$ cat config.mk
export PLATFORM = sky130hd
export DESIGN_NAME = ship_fire_ctrl
export DESIGN_NICKNAME = d
export VERILOG_FILES = /design/src/rtl/ship_fire_ctrl.sv
export SDC_FILE = /design/constraint.sdc
export NUM_CORES = 1
export LEC_CHECK = 0
export ABC_AREA = 1
export CAP_MARGIN = 20
export CORE_ASPECT_RATIO = 1.1
export CORE_MARGIN = 2
export CORE_UTILIZATION = 30
export DETAILED_ROUTE_END_ITERATION = 10
export PLACE_DENSITY_LB_ADDON = 0.15
export SLEW_MARGIN = 20
export SYNTH_ARGS = -nofsm -noshare
export SYNTH_HDL_FRONTEND = slang
export SYNTH_SLANG_ARGS = --single-unit
$ cat constraint.sdc
create_clock -name clk -period 2.5 [get_ports clk]
set_input_delay 0.375 -clock clk [delete_from_list [all_inputs] [get_ports clk]]
set_output_delay 0.375 -clock clk [all_outputs]
set_load 0.02 [all_outputs]
$ cat src/rtl/ship_fire_ctrl.sv
// Ship rotation and projectile-launch controller: edge-detected rotate/fire buttons,
// four firing sequences with cooldown, and a shot FIFO drained over valid/ready.
module ship_fire_ctrl #(
  parameter int ANGLE_W      = 4,
  parameter int ROT_STEP     = 1,
  parameter int BURST_LEN    = 3,
  parameter int BURST_GAP    = 4,
  parameter int RAPID_PERIOD = 8,
  parameter int COOLDOWN     = 8,
  parameter int QUEUE_DEPTH  = 4
) (
  input  logic                           clk,
  input  logic                           reset,
  input  logic                           btn_cw,
  input  logic                           btn_ccw,
  input  logic                           btn_fire,
  input  logic [1:0]                     mode,
  output logic [ANGLE_W-1:0]             angle_out,
  output logic                           shot_valid,
  output logic [ANGLE_W-1:0]             shot_angle,
  output logic [1:0]                     shot_mode,
  input  logic                           shot_ready,
  output logic                           busy,
  output logic [$clog2(QUEUE_DEPTH):0]   queue_count,
  output logic                           dropped
);
  localparam int PW   = $clog2(QUEUE_DEPTH);
  localparam int CW   = PW + 1;
  localparam int TMAX = (BURST_GAP > RAPID_PERIOD) ? BURST_GAP : RAPID_PERIOD;
  localparam int TW   = $clog2(TMAX + 1);
  localparam int SW   = $clog2(BURST_LEN + 3);
  localparam int CDW  = $clog2(COOLDOWN + 2);

  localparam logic [TW-1:0]      GAP_L  = TW'(BURST_GAP);
  localparam logic [TW-1:0]      PER_L  = TW'(RAPID_PERIOD);
  localparam logic [CDW-1:0]     COOL_L = CDW'(COOLDOWN);
  localparam logic [SW-1:0]      LEN_L  = SW'(BURST_LEN);
  localparam logic [ANGLE_W-1:0] STEP_L = ANGLE_W'(ROT_STEP);
  localparam logic [ANGLE_W-1:0] ONE_A  = ANGLE_W'(1);

  typedef enum logic [2:0] {S_IDLE, S_BURST, S_SPREAD, S_RAPID, S_COOL} state_t;

  state_t                 r_state, w_state_next;
  logic                   r_cw_prev, r_ccw_prev, r_fire_prev;
  logic [ANGLE_W-1:0]     r_angle, w_angle_next;
  logic [ANGLE_W-1:0]     r_cap_angle, w_cap_angle_next;
  logic [TW-1:0]          r_tmr, w_tmr_next;
  logic [SW-1:0]          r_shots, w_shots_next;
  logic [CDW-1:0]         r_cool, w_cool_next;
  logic [ANGLE_W+1:0]     r_mem [QUEUE_DEPTH];
  logic [PW-1:0]          r_wptr, r_rptr;
  logic [CW-1:0]          r_count;
  logic                   r_dropped;

  logic                   w_cw_press, w_ccw_press, w_fire_press;
  logic                   w_push, w_done, w_pop, w_full, w_wr, w_drop;
  logic [ANGLE_W-1:0]     w_push_angle;
  logic [1:0]             w_push_mode;

  assign w_cw_press   = btn_cw & ~r_cw_prev;
  assign w_ccw_press  = btn_ccw & ~r_ccw_prev;
  assign w_fire_press = btn_fire & ~r_fire_prev;

  always_comb begin
    w_angle_next = r_angle;
    if (w_cw_press && !w_ccw_press)
      w_angle_next = r_angle + STEP_L;
    else if (w_ccw_press && !w_cw_press)
      w_angle_next = r_angle - STEP_L;
  end

  always_comb begin
    w_state_next     = r_state;
    w_tmr_next       = r_tmr;
    w_shots_next     = r_shots;
    w_cool_next      = r_cool;
    w_cap_angle_next = r_cap_angle;
    w_push           = 1'b0;
    w_push_angle     = r_angle;
    w_push_mode      = 2'b00;
    w_done           = 1'b0;
    case (r_state)
      S_IDLE: begin
        if (w_fire_press) begin
          // First shot of every sequence leaves on the triggering edge.
          w_push           = 1'b1;
          w_push_mode      = mode;
          w_cap_angle_next = r_angle;
          case (mode)
            2'b00: w_done = 1'b1;
            2'b01: begin
              if (BURST_LEN <= 1) begin
                w_done = 1'b1;
              end else begin
                w_state_next = S_BURST;
                w_tmr_next   = GAP_L;
                w_shots_next = LEN_L - SW'(1);
              end
            end
            2'b10: begin
              w_push_angle = r_angle - ONE_A;
              w_state_next = S_SPREAD;
              w_shots_next = SW'(1);
            end
            default: begin
              w_state_next = S_RAPID;
              w_tmr_next   = PER_L;
            end
          endcase
        end
      end
      S_BURST: begin
        w_push_mode  = 2'b01;
        w_push_angle = r_cap_angle;
        if (r_tmr == TW'(1)) begin
          w_push       = 1'b1;
          w_tmr_next   = GAP_L;
          w_shots_next = r_shots - SW'(1);
          w_done       = (r_shots == SW'(1));
        end else begin
          w_tmr_next = r_tmr - TW'(1);
        end
      end
      S_SPREAD: begin
        w_push       = 1'b1;
        w_push_mode  = 2'b10;
        w_push_angle = r_cap_angle + ((r_shots == SW'(2)) ? ONE_A : '0);
        w_shots_next = r_shots + SW'(1);
        w_done       = (r_shots == SW'(2));
      end
      S_RAPID: begin
        w_push_mode = 2'b11;
        if (!btn_fire) begin
          w_done = 1'b1;
        end else if (r_tmr == TW'(1)) begin
          w_push     = 1'b1;
          w_tmr_next = PER_L;
        end else begin
          w_tmr_next = r_tmr - TW'(1);
        end
      end
      S_COOL: begin
        if (r_cool <= CDW'(1)) begin
          w_state_next = S_IDLE;
          w_cool_next  = '0;
        end else begin
          w_cool_next = r_cool - CDW'(1);
        end
      end
      default: w_state_next = S_IDLE;
    endcase
    if (w_done) begin
      if (COOLDOWN == 0) begin
        w_state_next = S_IDLE;
      end else begin
        w_state_next = S_COOL;
        w_cool_next  = COOL_L;
      end
    end
  end

  // A full FIFO still accepts a push when the head leaves on the same edge.
  assign w_pop  = (r_count != '0) && shot_ready;
  assign w_full = (r_count == CW'(QUEUE_DEPTH));
  assign w_wr   = w_push && (!w_full || w_pop);
  assign w_drop = w_push && w_full && !w_pop;

  always_ff @(posedge clk) begin
    if (!reset) begin
      r_state     <= S_IDLE;
      r_cw_prev   <= 1'b1;
      r_ccw_prev  <= 1'b1;
      r_fire_prev <= 1'b1;
      r_angle     <= '0;
      r_cap_angle <= '0;
      r_tmr       <= '0;
      r_shots     <= '0;
      r_cool      <= '0;
      r_wptr      <= '0;
      r_rptr      <= '0;
      r_count     <= '0;
      r_dropped   <= 1'b0;
    end else begin
      r_state     <= w_state_next;
      r_cw_prev   <= btn_cw;
      r_ccw_prev  <= btn_ccw;
      r_fire_prev <= btn_fire;
      r_angle     <= w_angle_next;
      r_cap_angle <= w_cap_angle_next;
      r_tmr       <= w_tmr_next;
      r_shots     <= w_shots_next;
      r_cool      <= w_cool_next;
      r_dropped   <= w_drop;
      if (w_wr)
        r_wptr <= r_wptr + PW'(1);
      if (w_pop)
        r_rptr <= r_rptr + PW'(1);
      case ({w_wr, w_pop})
        2'b10:   r_count <= r_count + CW'(1);
        2'b01:   r_count <= r_count - CW'(1);
        default: r_count <= r_count;
      endcase
    end
  end

  always_ff @(posedge clk) begin
    if (reset && w_wr)
      r_mem[r_wptr] <= {w_push_mode, w_push_angle};
  end

  assign angle_out                 = r_angle;
  assign shot_valid                = (r_count != '0);
  assign {shot_mode, shot_angle}   = r_mem[r_rptr];
  assign busy                      = (r_state != S_IDLE);
  assign queue_count               = r_count;
  assign dropped                   = r_dropped;

endmodule

==> metrics <==
total negative setup slack 0 ps; RR Startpoint r_tmr[1]$_SDFFE_PN0P_; Final WS setup 255 ps; Seq/Total Area, Yosys 0.467; routed wl met2 3150 um; clk_lat worst skew 350 ps; CTS Hold Bufs 0; Worst Tran Pin Value 409 ps; Initial Util 0.308; fin crit share 0.898; Synth cell types 34; Mapped Cells 362; grt ovf 0; critical path data required time 2740 ps; global placement routability congestion 0.791; Die Y-Extent 110 um; f_max 0.445 GHz; CTS tree done; DPL Wire Length 4970 um; CTS buffer count 9; clock-pin slew on the worst setup and hold paths 70 ps; num ports 24; largest net degree at the start of global routing 13; power per cell area 788 nW/um2; Syn. warnings 0; die width 100 um; final WL 6710 um; EDFF count, synth 24; LEAKAGE 1.57 nW; site row count 38; post-cts resize count 0; Avg Synthesized Cell Area 8.41 um2; H-tree depth 3; Crit Path Class register to register; share of layout cells above drive strength 1 0.108; WL met1 3240 um; most common cell after layout, fill and taps aside inv_1; CTS Sinks 59; Setup crit end queue_count[2]$_SDFFE_PN0P_; initial antenna violation count 0; Clock Tree Root clkbuf_8; max cap viols 0; DRC violations left 0; Layout Nets 427; post-synthesis to final-layout area growth 21.6%; Fin. Hold Viols 0; area of the core 9890 um2; via count 2441; setup slack, reg-to-reg 260 ps; post-route cell area 3700 um2; Critical Path AT 2490 ps; Post-DRT Antenna Nets 0; IO Port Bufs 23; crit path from r_tmr[1]$_SDFFE_PN0P_; wire per inst 12.8 um; Max IR drop VDD 0.242 mV; total track usage 0.132; synthesized area 3040 um2; vias in the first global route 2318; reg2reg end queue_count[2]$_SDFFE_PN0P_; unrepaired setup endpoints after global routing false; vias per cell 4.64; Clock Path Buffers 2; Main synth FF type dfxtp_1; CP startpoint kind register; Setup WS pre-CTS 120 ps; Top Metal Used met4; Final Slew Violations 0; worst rel slew slack 0.727; Async SR Flop Fraction 0; Period minus WS final 2240 ps; leading cell types in the layout, fill and taps excluded inv_1, nor2_1, nand2_1; DR iter-0 viols 76; first-pass GRT wire length 11100 um; synthesis-stage register bit count 59; Worst setup EP type register; CP Max Fanout 5; endpoints failing setup 0; Hold Crit Class register to register; post-placement cell area 3480 um2; worst hold slack 472 ps; fin util 0.374; metal3 WL 238 um; antenna fix cells 0; die area 11000 um2; syn_nets 388; postcts setup bufs 0; outcome finished clean; Setup Skew 10.2 ps; TritonRoute pass-1 iters 4; path depth of the worst reg2reg path 14
layer usage:
metal / vias up / GRT usage
li1: 1285 / -
met1: 1106 / 0.166
met2: 42 / 0.215
met3: 8 / 0.0324
met4: 0 / 0.0587
met5: - / 0
sequential cells by signal (all words and copies together), names as in the netlist, named ones only:
name,count
angle_out,4
dropped,1
queue_count,3
r_cap_angle,4
r_ccw_prev,1
r_cool,4
r_cw_prev,1
r_fire_prev,1
r_mem,24
r_rptr,2
r_shots,3
r_state,3
r_tmr,4
r_wptr,2
Yosys cell counts (2+ instances only):
cell type / n / area share
o22ai_1: 6 / 0.012
nor3_1: 4 / 0.0066
edfxtp_1: 24 / 0.24
or2_2: 2 / 0.0041
inv_1: 56 / 0.069
dfxtp_1: 35 / 0.23
a22oi_1: 3 / 0.0074
nor2_1: 47 / 0.058
xnor2_1: 4 / 0.012
ha_1: 17 / 0.070
o2111ai_1: 3 / 0.0086
nor2_2: 2 / 0.0041
nand2_2: 4 / 0.0082
nand2_4: 4 / 0.015
nand2_1: 43 / 0.053
a21oi_1: 29 / 0.048
clkbuf_1: 4 / 0.0049
xor2_1: 4 / 0.012
nand3_1: 17 / 0.028
nand4_1: 5 / 0.010
o21ai_0: 36 / 0.059
logic make-up after synthesis:
| group | share of synthesized area |
|---|---|
| xor+xnor | 0.0230 |
| flops | 0.467 |
| compound gates | 0.148 |
| simple gates | 0.208 |
| fa+ha+maj | 0.0764 |
| buf+inv | 0.0777 |
stage by stage:
step / std cells / power [W]
2_1_floorplan: 362 / 0.00166
3_3_place_gp: 510 / 0.00195
3_5_place_dp: 510 / 0.00196
4_1_cts: 526 / 0.00296
5_1_grt: 526 / 0.00310
6_report: 526 / 0.00292
report_power, final:
group | total [W] | switching, W | internal [W] | leakage [nW]
Combinational | 0.000777 | 0.000458 | 0.000319 | 0.946
Clock | 0.000990 | 0.000422 | 0.000567 | 0.114
Sequential | 0.00115 | 0.0000670 | 0.00108 | 0.507
worst max-delay path, stage by stage, from the launching register on:
cell and delay (ps):
dfxtp_1 300, inv_1 100, ha_1 160, nand3_1 210
inv_1 200, nand3b_4 100, nand2_4 100, nand2_4 70
nand2_4 70, inv_1 50, fa_1 380, inv_1 60
nand4_1 110, a21oi_1 160, nor2_1 60
area by class of cell:
type                       count  area [um2]
clock buffer                   9         124
clock inverter                 7         100
timing repair buffer          33         305
tap                          120         150
inverter                      57         214
sequential                    59        1420
multi-input combinational    241        1390
fill                        1048        6190
worst min-delay path by stage:
stage / from / cells past startpoint / endpoint
after detailed placement: r_rptr[1]$_SDFFE_PN0P_ / 2 / r_rptr[1]$_SDFFE_PN0P_
final: r_rptr[1]$_SDFFE_PN0P_ / 2 / r_rptr[1]$_SDFFE_PN0P_
after floorplan: r_rptr[1]$_SDFFE_PN0P_ / 2 / register
after global routing: r_shots[2]$_SDFFE_PN0P_ / 2 / r_shots[2]$_SDFFE_PN0P_
after CTS: r_rptr[1]$_SDFFE_PN0P_ / 2 / r_rptr[1]$_SDFFE_PN0P_
after global placement: r_rptr[1]$_SDFFE_PN0P_ / 2 / r_rptr[1]$_SDFFE_PN0P_
No activity file was read; power rests on OpenSTA's default activity.
